### src/rtl/tug_pkg.sv
// -----------------------------------------------------------------------------
// tug_pkg
// Shared types and constants for the tug-of-war round referee.
//   winner_t    : round winner encoding driven on the `winner` output
//   ref_state_t : referee FSM states
//   SEG_BLANK   : active-low 7-segment code with every segment dark
//   SEG_ZERO    : active-low 7-segment code for the digit '0'
// -----------------------------------------------------------------------------
package tug_pkg;

  typedef enum logic [1:0] {
    WIN_NONE  = 2'b00,
    WIN_RIGHT = 2'b01,
    WIN_LEFT  = 2'b10
  } winner_t;

  typedef enum logic [1:0] {
    PLAY,
    HOLD,
    RESTART,
    OVER
  } ref_state_t;

  localparam logic [6:0] SEG_BLANK = 7'h7F;
  localparam logic [6:0] SEG_ZERO  = 7'b1000000;

endpackage : tug_pkg

### src/rtl/seg7_digit.sv
// -----------------------------------------------------------------------------
// seg7_digit
// Combinational decoder: 4-bit value to active-low 7-segment pattern.
// Bit order is {g,f,e,d,c,b,a}. Values 0-9 show the digit; 10-15 are blank.
//   value_i : digit value to display
//   seg_o   : active-low segment drive
// -----------------------------------------------------------------------------
module seg7_digit
  import tug_pkg::*;
(
  input  logic [3:0] value_i,
  output logic [6:0] seg_o
);

  always_comb begin
    seg_o = SEG_BLANK;
    case (value_i)
      4'd0: seg_o = 7'b1000000;
      4'd1: seg_o = 7'b1111001;
      4'd2: seg_o = 7'b0100100;
      4'd3: seg_o = 7'b0110000;
      4'd4: seg_o = 7'b0011001;
      4'd5: seg_o = 7'b0010010;
      4'd6: seg_o = 7'b0000010;
      4'd7: seg_o = 7'b1111000;
      4'd8: seg_o = 7'b0000000;
      4'd9: seg_o = 7'b0010000;
      default: seg_o = SEG_BLANK;
    endcase
  end

endmodule : seg7_digit

### src/rtl/tug_round_referee.sv
// -----------------------------------------------------------------------------
// tug_round_referee
// Downstream referee of the tug-of-war light chain. Detects a round win from
// the edge lights and the conditioned presses, keeps per-player scores, holds
// the winner on display for HOLD_CYCLES cycles, then pulses restartGame for
// one cycle to clear the playfield. The match ends (OVER) when a score
// reaches SCORE_MAX; only Reset leaves OVER.
//
// Optional build macro: TUG_REFEREE_HEX_EN adds active-low 7-segment score
// digits hexLeft / hexRight, registered together with the scores.
//
// Ports:
//   Clock        : system clock, posedge
//   Reset        : asynchronous active-high reset
//   L, R         : single-cycle player presses
//   leftEdgeOn   : lightOn of leftmost playfield light
//   rightEdgeOn  : lightOn of rightmost playfield light
//   restartGame  : one-cycle field-clear pulse
//   winner       : WIN_NONE / WIN_LEFT / WIN_RIGHT of current/last round
//   leftScore    : left player rounds won
//   rightScore   : right player rounds won
//   gameOver     : high once a score reaches SCORE_MAX
//   hexLeft      : (TUG_REFEREE_HEX_EN) 7-seg digit of leftScore
//   hexRight     : (TUG_REFEREE_HEX_EN) 7-seg digit of rightScore
// -----------------------------------------------------------------------------
module tug_round_referee
  import tug_pkg::*;
#(
  parameter int SCORE_W     = 3,
  parameter int SCORE_MAX   = 7,
  parameter int HOLD_CYCLES = 4
) (
  input  logic               Clock,
  input  logic               Reset,
  input  logic               L,
  input  logic               R,
  input  logic               leftEdgeOn,
  input  logic               rightEdgeOn,
  output logic               restartGame,
  output logic [1:0]         winner,
  output logic [SCORE_W-1:0] leftScore,
  output logic [SCORE_W-1:0] rightScore,
  output logic               gameOver
`ifdef TUG_REFEREE_HEX_EN
  ,
  output logic [6:0]         hexLeft,
  output logic [6:0]         hexRight
`endif
);

  // Hold counter only needs to reach HOLD_CYCLES-1.
  localparam int                 CNT_W       = (HOLD_CYCLES > 1) ? $clog2(HOLD_CYCLES) : 1;
  localparam logic [CNT_W-1:0]   HOLD_LOAD   = CNT_W'(HOLD_CYCLES - 1);
  localparam logic [SCORE_W-1:0] SCORE_MAX_V = SCORE_W'(SCORE_MAX);

  ref_state_t         state_q, state_d;
  logic [CNT_W-1:0]   cnt_q, cnt_d;
  winner_t            win_q, win_d;
  logic [SCORE_W-1:0] ls_q, ls_d;
  logic [SCORE_W-1:0] rs_q, rs_d;
  logic               restart_q, restart_d;
  logic               over_q, over_d;

  logic               left_win;
  logic               right_win;
  logic [SCORE_W-1:0] win_score;

  // A press only counts when the matching edge is lit and the opponent is
  // not pressing in the same cycle; simultaneous presses cancel out.
  assign left_win  = leftEdgeOn  & L & ~R;
  assign right_win = rightEdgeOn & R & ~L;

  // Score of whoever won the round being held.
  assign win_score = (win_q == WIN_LEFT) ? ls_q : rs_q;

  always_comb begin
    state_d = state_q;
    cnt_d   = cnt_q;
    win_d   = win_q;
    ls_d    = ls_q;
    rs_d    = rs_q;

    case (state_q)
      PLAY: begin
        if (left_win && !right_win) begin
          ls_d    = (ls_q == SCORE_MAX_V) ? ls_q : ls_q + 1'b1;
          win_d   = WIN_LEFT;
          cnt_d   = HOLD_LOAD;
          state_d = HOLD;
        end else if (right_win && !left_win) begin
          rs_d    = (rs_q == SCORE_MAX_V) ? rs_q : rs_q + 1'b1;
          win_d   = WIN_RIGHT;
          cnt_d   = HOLD_LOAD;
          state_d = HOLD;
        end
      end

      HOLD: begin
        // Loaded with HOLD_CYCLES-1 on entry, so the exit decision at zero
        // makes HOLD last exactly HOLD_CYCLES cycles.
        if (cnt_q == '0) begin
          state_d = (win_score == SCORE_MAX_V) ? OVER : RESTART;
        end else begin
          cnt_d = cnt_q - 1'b1;
        end
      end

      RESTART: begin
        win_d   = WIN_NONE;
        state_d = PLAY;
      end

      OVER: begin
        state_d = OVER;
      end

      default: begin
        state_d = PLAY;
      end
    endcase
  end

  // Outputs are registered copies decoded from the next state so they line up
  // with the state they describe.
  assign restart_d = (state_d == RESTART);
  assign over_d    = (state_d == OVER);

  always_ff @(posedge Clock or posedge Reset) begin
    if (Reset) begin
      state_q   <= PLAY;
      cnt_q     <= '0;
      win_q     <= WIN_NONE;
      ls_q      <= '0;
      rs_q      <= '0;
      restart_q <= 1'b0;
      over_q    <= 1'b0;
    end else begin
      state_q   <= state_d;
      cnt_q     <= cnt_d;
      win_q     <= win_d;
      ls_q      <= ls_d;
      rs_q      <= rs_d;
      restart_q <= restart_d;
      over_q    <= over_d;
    end
  end

  assign restartGame = restart_q;
  assign winner      = win_q;
  assign leftScore   = ls_q;
  assign rightScore  = rs_q;
  assign gameOver    = over_q;

`ifdef TUG_REFEREE_HEX_EN
  logic [3:0] hex_left_val;
  logic [3:0] hex_right_val;
  logic [6:0] hex_left_d, hex_left_q;
  logic [6:0] hex_right_d, hex_right_q;

  // Scores above 9 map to 15 so the decoder blanks them regardless of width.
  assign hex_left_val  = (32'(ls_d) > 32'd9) ? 4'hF : 4'(ls_d);
  assign hex_right_val = (32'(rs_d) > 32'd9) ? 4'hF : 4'(rs_d);

  seg7_digit u_seg_left (
    .value_i (hex_left_val),
    .seg_o   (hex_left_d)
  );

  seg7_digit u_seg_right (
    .value_i (hex_right_val),
    .seg_o   (hex_right_d)
  );

  // Decoded from the next-state scores so the digits change on the same
  // edge as the score registers.
  always_ff @(posedge Clock or posedge Reset) begin
    if (Reset) begin
      hex_left_q  <= SEG_ZERO;
      hex_right_q <= SEG_ZERO;
    end else begin
      hex_left_q  <= hex_left_d;
      hex_right_q <= hex_right_d;
    end
  end

  assign hexLeft  = hex_left_q;
  assign hexRight = hex_right_q;
`endif

endmodule : tug_round_referee

### config.mk
export PLATFORM = sky130hd
export DESIGN_NAME = tug_round_referee
export DESIGN_NICKNAME = d
export VERILOG_FILES = /design/src/rtl/tug_pkg.sv /design/src/rtl/seg7_digit.sv /design/src/rtl/tug_round_referee.sv
export SDC_FILE = /design/constraint.sdc
export NUM_CORES = 1
export LEC_CHECK = 0
export ABC_AREA = 0
export BUFFER_PORTS_ARGS = -buffer_cell sky130_fd_sc_hd__buf_2
export CORE_MARGIN = 5
export CORE_UTILIZATION = 50
export DETAILED_ROUTE_END_ITERATION = 6
export PLACE_DENSITY = 0.73
export SLEW_MARGIN = 25
export SYNTH_ARGS = -nofsm -noshare
export SYNTH_HDL_FRONTEND = slang
export SYNTH_HIERARCHICAL = 1
export SYNTH_SLANG_ARGS = --single-unit
### constraint.sdc
create_clock -name Clock -period 2.2 [get_ports Clock]
set_input_delay 0 -clock Clock [delete_from_list [all_inputs] [get_ports Clock]]
set_output_delay 0 -clock Clock [all_outputs]
set_load 0.02 [all_outputs]
* Word-level counts from Yosys, hierarchy flattened
Index checks and enable logic that the tools add are counted.
** Cells by class
- Equal/unequal tests :: 11
- Reductions and logical operators :: 12
- Add/sub/neg operators :: 3
- Bitwise gates (word level) :: 9
- Muxes and demuxes :: 13
** Operators with widths (number)
- 2-to-1 mux 2 bit :: 8
- == test 2 bit, second input constant :: 5
- == test 3 bit, second input constant :: 3
- one-hot mux 2 bit (2 select lines) :: 2
- one-hot mux 2 bit (4 select lines) :: 1
- adder 3 x 1 -> 3 bit, second input constant :: 2
- AND reduction 3 bit :: 2
- NOT 1 bit :: 5
- bitwise AND 1 bit :: 4
- logical NOT 2 bit :: 2
- AND reduction 4 bit :: 1
- nonzero test 2 bit :: 2
- 2-to-1 mux 3 bit :: 1
- != test 3 bit, second input constant :: 1
- == test 2 x 1 -> 1 bit, second input constant :: 1
- logical AND 1 bit :: 2
- logical NOT 1 bit :: 2
- != test 2 bit, second input constant :: 1
- AND reduction 2 bit :: 1
- subtractor 2 x 1 -> 2 bit, second input constant :: 1
- 2-to-1 mux 1 bit :: 1
** Word-level totals
- Register bits :: 14
- Bits of input ports :: 6
- Logic and storage cells :: 55
- Output and inout port bits :: 10

* Longest topological paths before layout
- Word-level depth :: 8
- Gate-level depth with buffers :: 7
- Mapped depth without buffers :: 7

* Worst setup path before layout
Ideal clock, no wire load.
- Kind :: reg2reg
- From :: reg ls_q[0], in the netlist leftScore[0]
- To :: reg ls_q[1], in the netlist leftScore[1]
- Period minus slack after synthesis :: 1.651 ns
- Library setup time :: 0.125 ns
- Buffers on the path :: 0
- Stages on the path, launching flop included :: 5
- Arrival :: 1.526 ns
- Data required time :: 2.075 ns
- Slack :: 0.549 ns
- Cells stage by stage :: dfrtp_1 ha_1 ha_1 nor4b_4 mux2_2
** On the way
- Longest elaborated chain between the ends :: 3
- Elaborated cells on any way between the ends :: 4
- Classes of those cells :: 1 x add/sub; 1 x eq/ne; 1 x bitwise; 1 x reduce/logical
** Ends and longest elaborated chain
- from (decl) :: RTL line tug_round_referee.sv:59 : logic [SCORE_W-1:0] ls_q, ls_d;
- from (signal assigned) :: RTL line tug_round_referee.sv:141 : ls_q <= ls_d;
- == test 3 bit :: RTL line tug_round_referee.sv:86 : ls_d = (ls_q == SCORE_MAX_V) ? ls_q : ls_q + 1'b1;
- NOT 1 bit (no source line)
- AND reduction 3 bit (no source line)
Parallel ways exist; a longest one is shown, timed or not.
A chain may end at the register's enable or synchronous reset.

* Worst setup path in the final report
Same ends and word-level chain as after synthesis.

==> results summary <==
The run finished with clean final reports. The overall via count from detail_route came out at 547. After detailed routing, the total wire length is about 1400 um.

In this run the static leakage power is 0.464 nW. The filler cell count is between 100 and 150. Summing all multi-input logic gate instances after layout gives roughly 380 um2. The share of flip-flops with an asynchronous set or reset is between 90% and 100%. TritonCTS created 3 clock buffers.

The number of inserted diodes came out at 0. The count of pins on the block boundary came out at 16. The worst setup path is of the register to register kind. The CTS clock-pin slew for the worst setup and hold paths came out at roughly 90 ps.

The floorplan step set the die height to just under 50 um. The initial antenna violation count was 0. The minimum hold slack came out at about 230 ps. The register-to-register path setup slack came out at 580 ps. The Yosys step of the flow raised 6 warnings. The relative contribution of sequential cells to total power is roughly two fifths. In this run the tightest slew margin relative to its limit is 65.1%. The routed wirelength normalized by instance count is 13.1 um. The floorplan core area is 1490 um2.

The path type of the worst min-delay path is primary input to register. The setup fix buffers added after clock tree synthesis is 0. The die is 49.4 um wide. The quantity of I/O buffers inserted on ports is 15. Counting instances in the post-synthesis netlist gives the leading cell types as 14 x sky130_fd_sc_hd__dfrtp_1, 7 x sky130_fd_sc_hd__ha_1, 6 x sky130_fd_sc_hd__inv_1. The number of distinct standard cells referenced by the synthesized netlist is 24. The area enclosed by the die boundary came out at 2440 um2.

Once layout is done, the placed cells without fillers occupy 895 um2. The biggest fanout along the worst timing path is 4. The cell taking the most area after synthesis is sky130_fd_sc_hd__dfrtp_1. The internal power is about 0.00073 W. Entering global routing, the biggest net connects 15 pins. The number of rows created at floorplan is 14. After synthesis, the cell types taking the most area are sky130_fd_sc_hd__dfrtp_1 45%, sky130_fd_sc_hd__ha_1 11%, sky130_fd_sc_hd__mux2_2 7.3%. Averaged over all synthesized cells, the footprint is approximately 11 um2. The DRC violation count after routing came out at 0.

The number of maximum-capacitance constraint violations came out at 0. The post-route fraction of the period consumed by the critical path is between 70% and 80%. Once detail routing completed, the nets flagged for antenna violations numbered 0. Of the post-synthesis cell area, the dominant cell type holds a little under half. The effective utilization at floorplan is 52.1%. The worst setup path startpoint is leftScore[0]. The source of the worst register-to-register timing path is leftScore[0]. The worst-case clock buffer depth came out at 2.

The combinational share of power came out at between 40% and 50%. Setup violations remaining at the end of the flow were counted as 0. The clock network power share came out at 15.0%. The dominant synthesized flop cell is sky130_fd_sc_hd__dfrtp_1. The global-route wire length before repair came out at approximately 2400 um. The cell sitting at the root of the clock tree is a sky130_fd_sc_hd__clkbuf_4.

The number of levels the H-tree was split into is 1. The share of synthesized area occupied by flip-flops and latches is approximately 45%. The clock latency on the worst-skew pair is approximately 290 ps. The final count of pins violating max slew was 0. The fmax came out at slightly above 600 MHz. The cell with the most instances after synthesis is sky130_fd_sc_hd__dfrtp_1.

For this design the ratio of total power to cell area is around 1400 nW/um2. The area added between synthesis and finish came out at 15.3%. For this design the total switching power over the nets is between 0.0005 and 0.0006 W. The sum of net half-perimeters after detailed placement is between 1000 and 1500 um. The maximum vdd drop is just over 0.8 mV.

The number of optimization iterations in the first detailed-route pass came out at 2. TritonCTS built the clock tree. The endpoint of the worst setup timing path is leftScore[1].

The post-synthesis net count came out at 83. The placer's final routability congestion estimate came out at 0.725. The worst setup path is captured at a register. Setup repair after global routing left no endpoint under its margin.

The number of failing hold endpoints at the final stage is 0. For this block, the initial DRC count from the detailed router was 4. The number of global-route vias before repair is 550. The count of flip-flops with a built-in enable after synthesis came out at 0. The critical path arrival came out at ~1800 ps.

The register area is about 350 um2. The ratio of cells with drive above 1 in the final layout came out at between 30 and 40%. The via count normalized by instance count is 5.26.

The worst setup path is launched from a register. The shortest period the worst path allows came out at 1620 ps. The setup total negative slack came out at 0 ps. The required time at the endpoint of the critical path is 2370 ps. The combined global-route utilization of all metal layers came out at 13.1%. The final setup skew is between 8 and 9 ps. The transition time at the pin with the least slew margin is 523 ps. CTS saw 14 sinks. The cell area after placement is about 850 um2. The layout net count is slightly above 100. The cell count after synthesis came out at 70. Of the total power, the share spent switching nets is 41.5%. Global routing finished with a remaining overflow of 0. The worst register-to-register path ends at leftScore[1]. The number of instances resized during post-cts repair is 0. The mapped cell area is approximately 780 um2. The number of storage elements in the synthesis netlist came out at 14.

The number of cells on the worst reg-to-reg path came out at 4.
-- metrics by stage --
stage / instances / utilization (%) / worst slack (ps) / power [W]
3_5_place_dp: 99 / 57.0 / 569 / 0.00108
4_1_cts: 104 / 60.1 / 553 / 0.00127
3_3_place_gp: 99 / 57.0 / 628 / 0.00105
6_report: 104 / 60.1 / 576 / 0.00125
2_1_floorplan: 70 / - / 549 / 0.000945
5_1_grt: 104 / 60.1 / 486 / 0.00137
-- worst max-delay path, stage by stage (launching register included) --
cell                      delay [ps]
sky130_fd_sc_hd__dfrtp_1         420
sky130_fd_sc_hd__ha_1            220
sky130_fd_sc_hd__ha_1            200
sky130_fd_sc_hd__nor4b_4         300
sky130_fd_sc_hd__mux2_2          370
-- worst min-delay path by stage --
| stage | startpoint | end | slack (ps) | depth (start not counted) |
|---|---|---|---|---|
| finish | L | winner[0] | 230 | 4 |
| global route | L | winner[0] | 290 | 4 |
| CTS | L | winner[0] | 230 | 4 |
| detailed placement | Reset | rightScore[1] | 60 | 2 |
| global placement | Reset | rightScore[1] | 60 | 2 |
| floorplan | Reset | cnt_q[0] | -110 | 1 |
-- layout by cell type (no fill, tap or decap), drive strengths merged, types with 2 or more instances in the layout --
cell type	Yosys	final
buf	2	15
dfrtp	14	14
ha	7	7
mux2	5	5
nand3	3	3
inv	6	6
o21ai	4	4
nand2b	2	2
nor2	4	4
clkbuf	0	4
nand2	5	5
nor3b	3	3
a21oi	2	2
or2	2	2
-- timing repair --
item / in CTS / in global routing
setup endpoints to repair: 0 / 0
hold buffers: 1 / 0
hold endpoints to repair: 14 / 0
-- sequential cells by signal, summed over array words and instances (netlist names) --
signal,cells
cnt_q,2
gameOver,1
leftScore,3
restartGame,1
rightScore,3
state_q,2
winner,2
-- area by class of cell --
class / count / area share, %
sequential: 14 / 39.2
multi-input combinational: 48 / 42.5
timing repair buffer: 16 / 9.51
clock buffer: 4 / 4.06
inverter: 6 / 2.52
tap: 16 / 2.24
-- power by group through the flow --
stage / Combinational [W] / Sequential (W) / Clock [W]
2_1_floorplan: 0.000380 / 0.000564 / 0
3_3_place_gp: 0.000537 / 0.000511 / 0
3_5_place_dp: 0.000557 / 0.000519 / 0
4_1_cts: 0.000558 / 0.000516 / 0.000193
5_1_grt: 0.000621 / 0.000537 / 0.000208
6_report: 0.000547 / 0.000513 / 0.000187
-- kinds of logic after synthesis --
family          after synthesis  synth area share [%]
simple gates                 22                  17.6
xor+xnor                      2                  2.26
mux                           6                  8.55
fa+ha+maj                     7                  11.3
buf+inv                       8                  5.81
flops                        14                  45.2
compound gates               11                  9.36
-- layer usage --
| layer | GRT usage [%] | part of all wire (%) |
|---|---|---|
| met4 | 7.86 | 2.6 |
| met5 | 0 | 0 |
| met1 | 14.7 | 44 |
| met2 | 20.2 | 45 |
| met3 | 5.81 | 8.2 |
(Power assumes the default switching activity.)
